===== src/rtl/fetch_redirect.sv =====
// fetch_redirect: in-order instruction fetch front end with branch redirect.
//
// Issues one 32-bit fetch per cycle while the in-flight plus buffered
// instruction total is below DEPTH. Returned words are paired with the PC of
// the request that produced them and queued for decode. A taken branch
// flushes everything buffered. Responses still owed by memory for the old
// path are dropped as they arrive.
//
// Parameters:
//   RESET_PC  first fetch address after reset
//   DEPTH     response FIFO size and in-flight limit (power of two, >= 2)
//
// Ports:
//   clk, rst                      clock, synchronous active-high reset
//   branch_taken, branch_target   redirect pulse and new PC
//   imem_addr, imem_rmask         fetch request (rmask 4'hF when issuing)
//   imem_resp, imem_rdata         in-order response pulse and data
//   dq_valid, dq_ready            decode handshake
//   dq_pc, dq_inst                head instruction PC and word
//   flush                         pipeline flush, same cycle as branch_taken
//
// Optional build macro FETCH_REDIRECT_STATS_EN adds the 32-bit wrapping
// counters redirect_count (one per redirect) and dropped_count (one per
// discarded response).

module fetch_redirect #(
  parameter logic [31:0] RESET_PC = 32'h1eceb000,
  parameter int unsigned DEPTH    = 2
) (
  input  logic        clk,
  input  logic        rst,
  input  logic        branch_taken,
  input  logic [31:0] branch_target,
  output logic [31:0] imem_addr,
  output logic [3:0]  imem_rmask,
  input  logic        imem_resp,
  input  logic [31:0] imem_rdata,
  output logic        dq_valid,
  input  logic        dq_ready,
  output logic [31:0] dq_pc,
  output logic [31:0] dq_inst,
  output logic        flush
`ifdef FETCH_REDIRECT_STATS_EN
  ,
  output logic [31:0] redirect_count,
  output logic [31:0] dropped_count
`endif
);

  localparam int PW = $clog2(DEPTH);
  localparam int CW = $clog2(DEPTH + 1);
  localparam logic [CW:0] DEPTH_W = (CW+1)'(DEPTH);

  typedef enum logic {RUN = 1'b0, DRAIN = 1'b1} state_e;

  typedef struct packed {
    logic [31:0] pc;
    logic [31:0] inst;
  } entry_t;

  state_e        state_q, state_d;
  logic [31:0]   pc_q, pc_d;
  logic [CW-1:0] out_q, out_d;     // requests sent, response not yet seen
  logic [CW-1:0] fcnt_q, fcnt_d;   // response FIFO occupancy
  logic [CW-1:0] drop_q, drop_d;   // old-path responses still to discard
  logic [PW-1:0] tag_wr_q, tag_wr_d, tag_rd_q, tag_rd_d;
  logic [PW-1:0] f_wr_q, f_wr_d, f_rd_q, f_rd_d;

  logic [31:0]   tag_mem  [DEPTH];
  entry_t        fifo_mem [DEPTH];
  entry_t        head;

  logic req, resp_v, keep, drop, pop, redir;

  // A response coincident with a redirect belongs to the old path, so it is
  // never kept; in DRAIN every response is an old-path one.
  assign resp_v = imem_resp && !rst;
  assign redir  = branch_taken && !rst;
  assign req    = !rst && !branch_taken &&
                  (({1'b0, out_q} + {1'b0, fcnt_q}) < DEPTH_W);
  assign keep   = resp_v && !branch_taken && (state_q == RUN);
  assign drop   = resp_v && !keep;
  assign pop    = dq_valid && dq_ready;

  assign head       = fifo_mem[f_rd_q];
  assign dq_valid   = !rst && !branch_taken && (fcnt_q != '0);
  assign dq_pc      = dq_valid ? head.pc   : 32'h0;
  assign dq_inst    = dq_valid ? head.inst : 32'h0;
  assign imem_addr  = pc_q;
  assign imem_rmask = req ? 4'hF : 4'h0;
  assign flush      = redir;

  always_comb begin
    pc_d     = pc_q;
    out_d    = out_q;
    fcnt_d   = fcnt_q;
    drop_d   = drop_q;
    tag_wr_d = tag_wr_q;
    tag_rd_d = tag_rd_q;
    f_wr_d   = f_wr_q;
    f_rd_d   = f_rd_q;

    case ({req, resp_v})
      2'b10:   out_d = out_q + CW'(1);
      2'b01:   out_d = out_q - CW'(1);
      default: ;
    endcase

    if (req) begin
      pc_d     = pc_q + 32'd4;
      tag_wr_d = tag_wr_q + PW'(1);
    end
    if (keep) begin
      tag_rd_d = tag_rd_q + PW'(1);
      f_wr_d   = f_wr_q + PW'(1);
    end
    if (pop)
      f_rd_d = f_rd_q + PW'(1);

    case ({keep, pop})
      2'b10:   fcnt_d = fcnt_q + CW'(1);
      2'b01:   fcnt_d = fcnt_q - CW'(1);
      default: ;
    endcase

    if (drop && drop_q != '0)
      drop_d = drop_q - CW'(1);

    // Everything still owed by memory is old-path after a redirect, except
    // the response arriving this very cycle, which is discarded here.
    if (redir) begin
      pc_d     = branch_target;
      fcnt_d   = '0;
      f_wr_d   = '0;
      f_rd_d   = '0;
      tag_wr_d = '0;
      tag_rd_d = '0;
      drop_d   = out_q - CW'(resp_v);
    end

    state_d = (drop_d != '0) ? DRAIN : RUN;
  end

  always_ff @(posedge clk) begin
    if (rst) begin
      state_q  <= RUN;
      pc_q     <= RESET_PC;
      out_q    <= '0;
      fcnt_q   <= '0;
      drop_q   <= '0;
      tag_wr_q <= '0;
      tag_rd_q <= '0;
      f_wr_q   <= '0;
      f_rd_q   <= '0;
    end else begin
      state_q  <= state_d;
      pc_q     <= pc_d;
      out_q    <= out_d;
      fcnt_q   <= fcnt_d;
      drop_q   <= drop_d;
      tag_wr_q <= tag_wr_d;
      tag_rd_q <= tag_rd_d;
      f_wr_q   <= f_wr_d;
      f_rd_q   <= f_rd_d;
    end
  end

  // Storage needs no reset: pointers and counts define what is live.
  always_ff @(posedge clk) begin
    if (req)
      tag_mem[tag_wr_q] <= pc_q;
    if (keep)
      fifo_mem[f_wr_q] <= '{pc: tag_mem[tag_rd_q], inst: imem_rdata};
  end

`ifdef FETCH_REDIRECT_STATS_EN
  logic [31:0] redir_cnt_q, drop_cnt_q;

  always_ff @(posedge clk) begin
    if (rst) begin
      redir_cnt_q <= '0;
      drop_cnt_q  <= '0;
    end else begin
      if (redir) redir_cnt_q <= redir_cnt_q + 32'd1;
      if (drop)  drop_cnt_q  <= drop_cnt_q + 32'd1;
    end
  end

  assign redirect_count = redir_cnt_q;
  assign dropped_count  = drop_cnt_q;
`endif

endmodule


===== config.mk =====
export PLATFORM = sky130hd
export DESIGN_NAME = fetch_redirect
export DESIGN_NICKNAME = d
export VERILOG_FILES = /design/src/rtl/fetch_redirect.sv
export SDC_FILE = /design/constraint.sdc
export NUM_CORES = 1
export LEC_CHECK = 0
export CAP_MARGIN = 20
export CORE_MARGIN = 4
export CORE_UTILIZATION = 44
export DETAILED_ROUTE_END_ITERATION = 16
export PLACE_DENSITY = 0.68
export SLEW_MARGIN = 25
export SYNTH_ARGS = -nofsm -noshare
export SYNTH_HDL_FRONTEND = slang
export SYNTH_SLANG_ARGS = --single-unit

===== constraint.sdc =====
create_clock -name clk -period 8.2 [get_ports clk]
set_input_delay 1.23 -clock clk [delete_from_list [all_inputs] [get_ports clk]]
set_output_delay 1.23 -clock clk [all_outputs]
set_load 0.02 [all_outputs]

==> results.sh <==
export IMPL_dr_total_vias=6246
export IMPL_p_clk_share_pct=40.8
export IMPL_yosysMostFrequentCell="edfxtp_1"
export IMPL_numPlacedInstances=1109
export IMPL_internal_power_mw=2.09
export IMPL_switching_share_pct=21.8
export IMPL_clock_skew_ns=0.0133
export IMPL_max_freq_mhz=188
export IMPL_grt_pass1_wl_um=34600
export IMPL_synthCells=692
export IMPL_ir_drop_mv=0.148
export IMPL_cts_tree="built"
export IMPL_yosysWarningCount=0
export IMPL_clockBufferDepth=3
export IMPL_dpl_hpwl_um=14800
export IMPL_path_cells="clkdlybuf4s50_1, nand2b_1, inv_1, clkdlybuf4s50_1"
export IMPL_die_y_um=156
export IMPL_comb_power_share_pct=7.4
export IMPL_nets=936
export IMPL_cp_arrival_ns=4.09
export IMPL_whs_path_depth=2
export IMPL_fin_crit_ns=5.32
export IMPL_rows=53
export IMPL_min_path_type="reg2reg"
export IMPL_drc=0
export IMPL_slowest_stage="clkdlybuf4s50_1"
export IMPL_clkSinkCount=237
export IMPL_drt_vias_per_instance=5.41
export IMPL_dieArea_sq_um=24300
export IMPL_ant_nets=0
export IMPL_synth_top_area_share_pct=59.8
export IMPL_timing_rr_start="out_q[0]$_SDFFE_PP0P_"
export IMPL_grt_use_total_pct=17.8
export IMPL_port_buffers=170
export IMPL_multiInputGateArea_sq_um=2780
export IMPL_ys_top_cells_by_count="192 x edfxtp_1, 102 x nor2_1, 67 x mux2i_1"
export IMPL_grt_pass1_vias=6315
export IMPL_critPathKind="in2out"
export IMPL_place_gp_congestion=0.816
export IMPL_r2r_end="imem_addr[24]$_SDFFE_PP0P_"
export IMPL_status="finished, final reports clean"
export IMPL_n_antenna_cell=0
export IMPL_initial_core_util_pct=45.3
export IMPL_synth_seq_cells=237
export IMPL_yosys_area_top_type="edfxtp_1"
export IMPL_avgRoutedWirePerCell_um=19.2
export IMPL_p_leak_nw=4.03
export IMPL_synth_ff_type="edfxtp_1"
export IMPL_area_growth_syn_to_layout_pct=29.0
export IMPL_clk_pin_slew_ns=0.06
export IMPL_postCtsSetupBuffers=0
export IMPL_tightest_slew_ns=1.04
export IMPL_timing_final_ws_setup_ns=2.88
export IMPL_ioPinCount=171
export IMPL_cp_required_ns=6.97
export IMPL_synth_edf_count=192
export IMPL_crit_path_start_kind="input port"
export IMPL_pwr_density_cell_nw_per_um2=215
export IMPL_die_w_um=156
export IMPL_ys_seq_area_share_pct=69.1
export IMPL_slew_viol_final=0
export IMPL_drive_gt1_share_pct=10.3
export IMPL_core_sq_um=21300
export IMPL_clock_latency_ns=0.51
export IMPL_layout_cells_non_filler=1155
export IMPL_final_setup_viol_count=0
export IMPL_pwr_share_seq_pct=51.8
export IMPL_critPathMaxStageDelay_ns=1.14
export IMPL_ctsHtreeMaxLevel=1
export IMPL_hold_buffers=0
export IMPL_overflow=0
export IMPL_hp_start="tag_rd_q$_SDFFE_PP0P_"
export IMPL_synth_top_cells_by_area="edfxtp_1 60%, dfxtp_1 9.3%, mux2i_1 7.0%"
export IMPL_root_buffer="clkbuf_16"
export IMPL_hold_viol_final=0
export IMPL_antenna_found_initial=0
export IMPL_avgSynthCellArea_sq_um=13.9
export IMPL_crit_path_end_kind="output pin"
export IMPL_power_net_switching_mw=0.582
export IMPL_num_fill_cells=1705
export IMPL_area_sequential_sq_um=6670
export IMPL_post_cts_resized=0
export IMPL_cap_violations=0
export IMPL_slew_headroom_pct=30.5
export IMPL_ys_async_sr_fraction_pct=0
export IMPL_rrSetupSlack_ns=4.86
export IMPL_drt_first_pass_iters=5
export IMPL_syn_area_sq_um=9640
export IMPL_synth_cell_type_count=53
export IMPL_drt_iter0_markers=550
export IMPL_crit_top_cell="clkdlybuf4s50_1"
export IMPL_cts_buffers_inserted=25
export IMPL_synth_fp_nets=767
export IMPL_hold_slack_ns=0.521
export IMPL_min_period_over_period_pct=64.9
export IMPL_final_setup_tns_ns=0
export IMPL_rsz0062_at_grt="false"
export IMPL_post_place_ws_ns=2.97
export IMPL_reg2reg_depth=6
export IMPL_totalWireLength_um=22100
export IMPL_cp_max_fo=24
export IMPL_grt_start_max_net_pins=66
worst max-delay path, delay by kind of cell:
| family | cells | cell delay (ns) |
|---|---|---|
| buf+inv | 3 | 2.27 |
| simple gates | 1 | 0.59 |
logic make-up (layout without fill, tap and decap cells):
group,Yosys count,in the layout,share of synthesized area [%]
xor+xnor,13,13,1.18
simple gates,214,214,10.7
fa+ha+maj,6,6,0.856
flops,237,237,69.1
compound gates,71,71,5.13
buf+inv,52,240,2.26
mux,99,99,10.7
routing by layer:
layer	GRT usage, %	share of wire (%)	vias to the layer above
met4	5.17	2.2	0
met5	0	0	-
met2	28.8	47	271
li1	-	-	2962
met1	24.6	42	2966
met3	3.55	8.3	47
placed cells by master, fill, tap and decap left out, types with 6 or more instances in the layout:
master	count
dfxtp_1	44
a211oi_1	11
nand2_1	24
a21oi_1	10
edfxtp_1	192
nor4_1	12
inv_1	14
clkdlybuf4s50_1	170
or3_1	9
mux2i_1	67
and3_1	6
nor2_1	100
or4_1	7
mux2_2	32
nor3_1	6
buf_4	8
o21ai_0	14
nand3_1	15
nand4_1	12
xnor2_1	8
clkbuf_16	25
worst max path at each step:
stage                      start                  endpoint  slack [ns]
floorplan           branch_taken  fifo_mem[0][0]$_DFFE_PP_        2.89
global placement    branch_taken                     flush        3.03
detailed placement  branch_taken                     flush        2.97
CTS                 branch_taken                     flush        2.95
global route        branch_taken                  dq_pc[0]        2.79
finish              branch_taken                     flush        2.88
power groups by stage:
stage          Combinational, mW  Sequential, mW  Clock, mW
3_5_place_dp               0.195            1.41          0
5_1_grt                    0.212            1.39       1.17
6_report                   0.197            1.38       1.09
4_1_cts                    0.197            1.38       1.11
2_1_floorplan             0.0919            1.41          0
3_3_place_gp               0.190            1.40          0
registers in the layout (all words and copies together), names as in the netlist, named ones only:
name       count
fifo_mem     128
tag_mem       64
imem_addr     32
drop_q         2
fcnt_q         2
out_q          2
f_rd_q         1
f_wr_q         1
state_q        1
tag_rd_q       1
tag_wr_q       1
per-stage QoR:
stage	util, %	total power [mW]	instance area (sq um)
5_1_grt	58.4	2.77	12400
3_5_place_dp	54.6	1.60	11600
2_1_floorplan	-	1.50	9640
6_report	58.4	2.67	12400
4_1_cts	58.4	2.69	12400
3_3_place_gp	54.5	1.59	11600
cell type report:
cell class	count	share of cell area, %
Clock inverter	14	1.08
Timing Repair Buffer	179	14.3
Sequential cell	237	53.6
Multi-Input combinational cell	403	22.3
Inverter	15	0.453
Clock buffer	32	5.40
Tap cell	275	2.77
(Power assumes the default switching activity.)
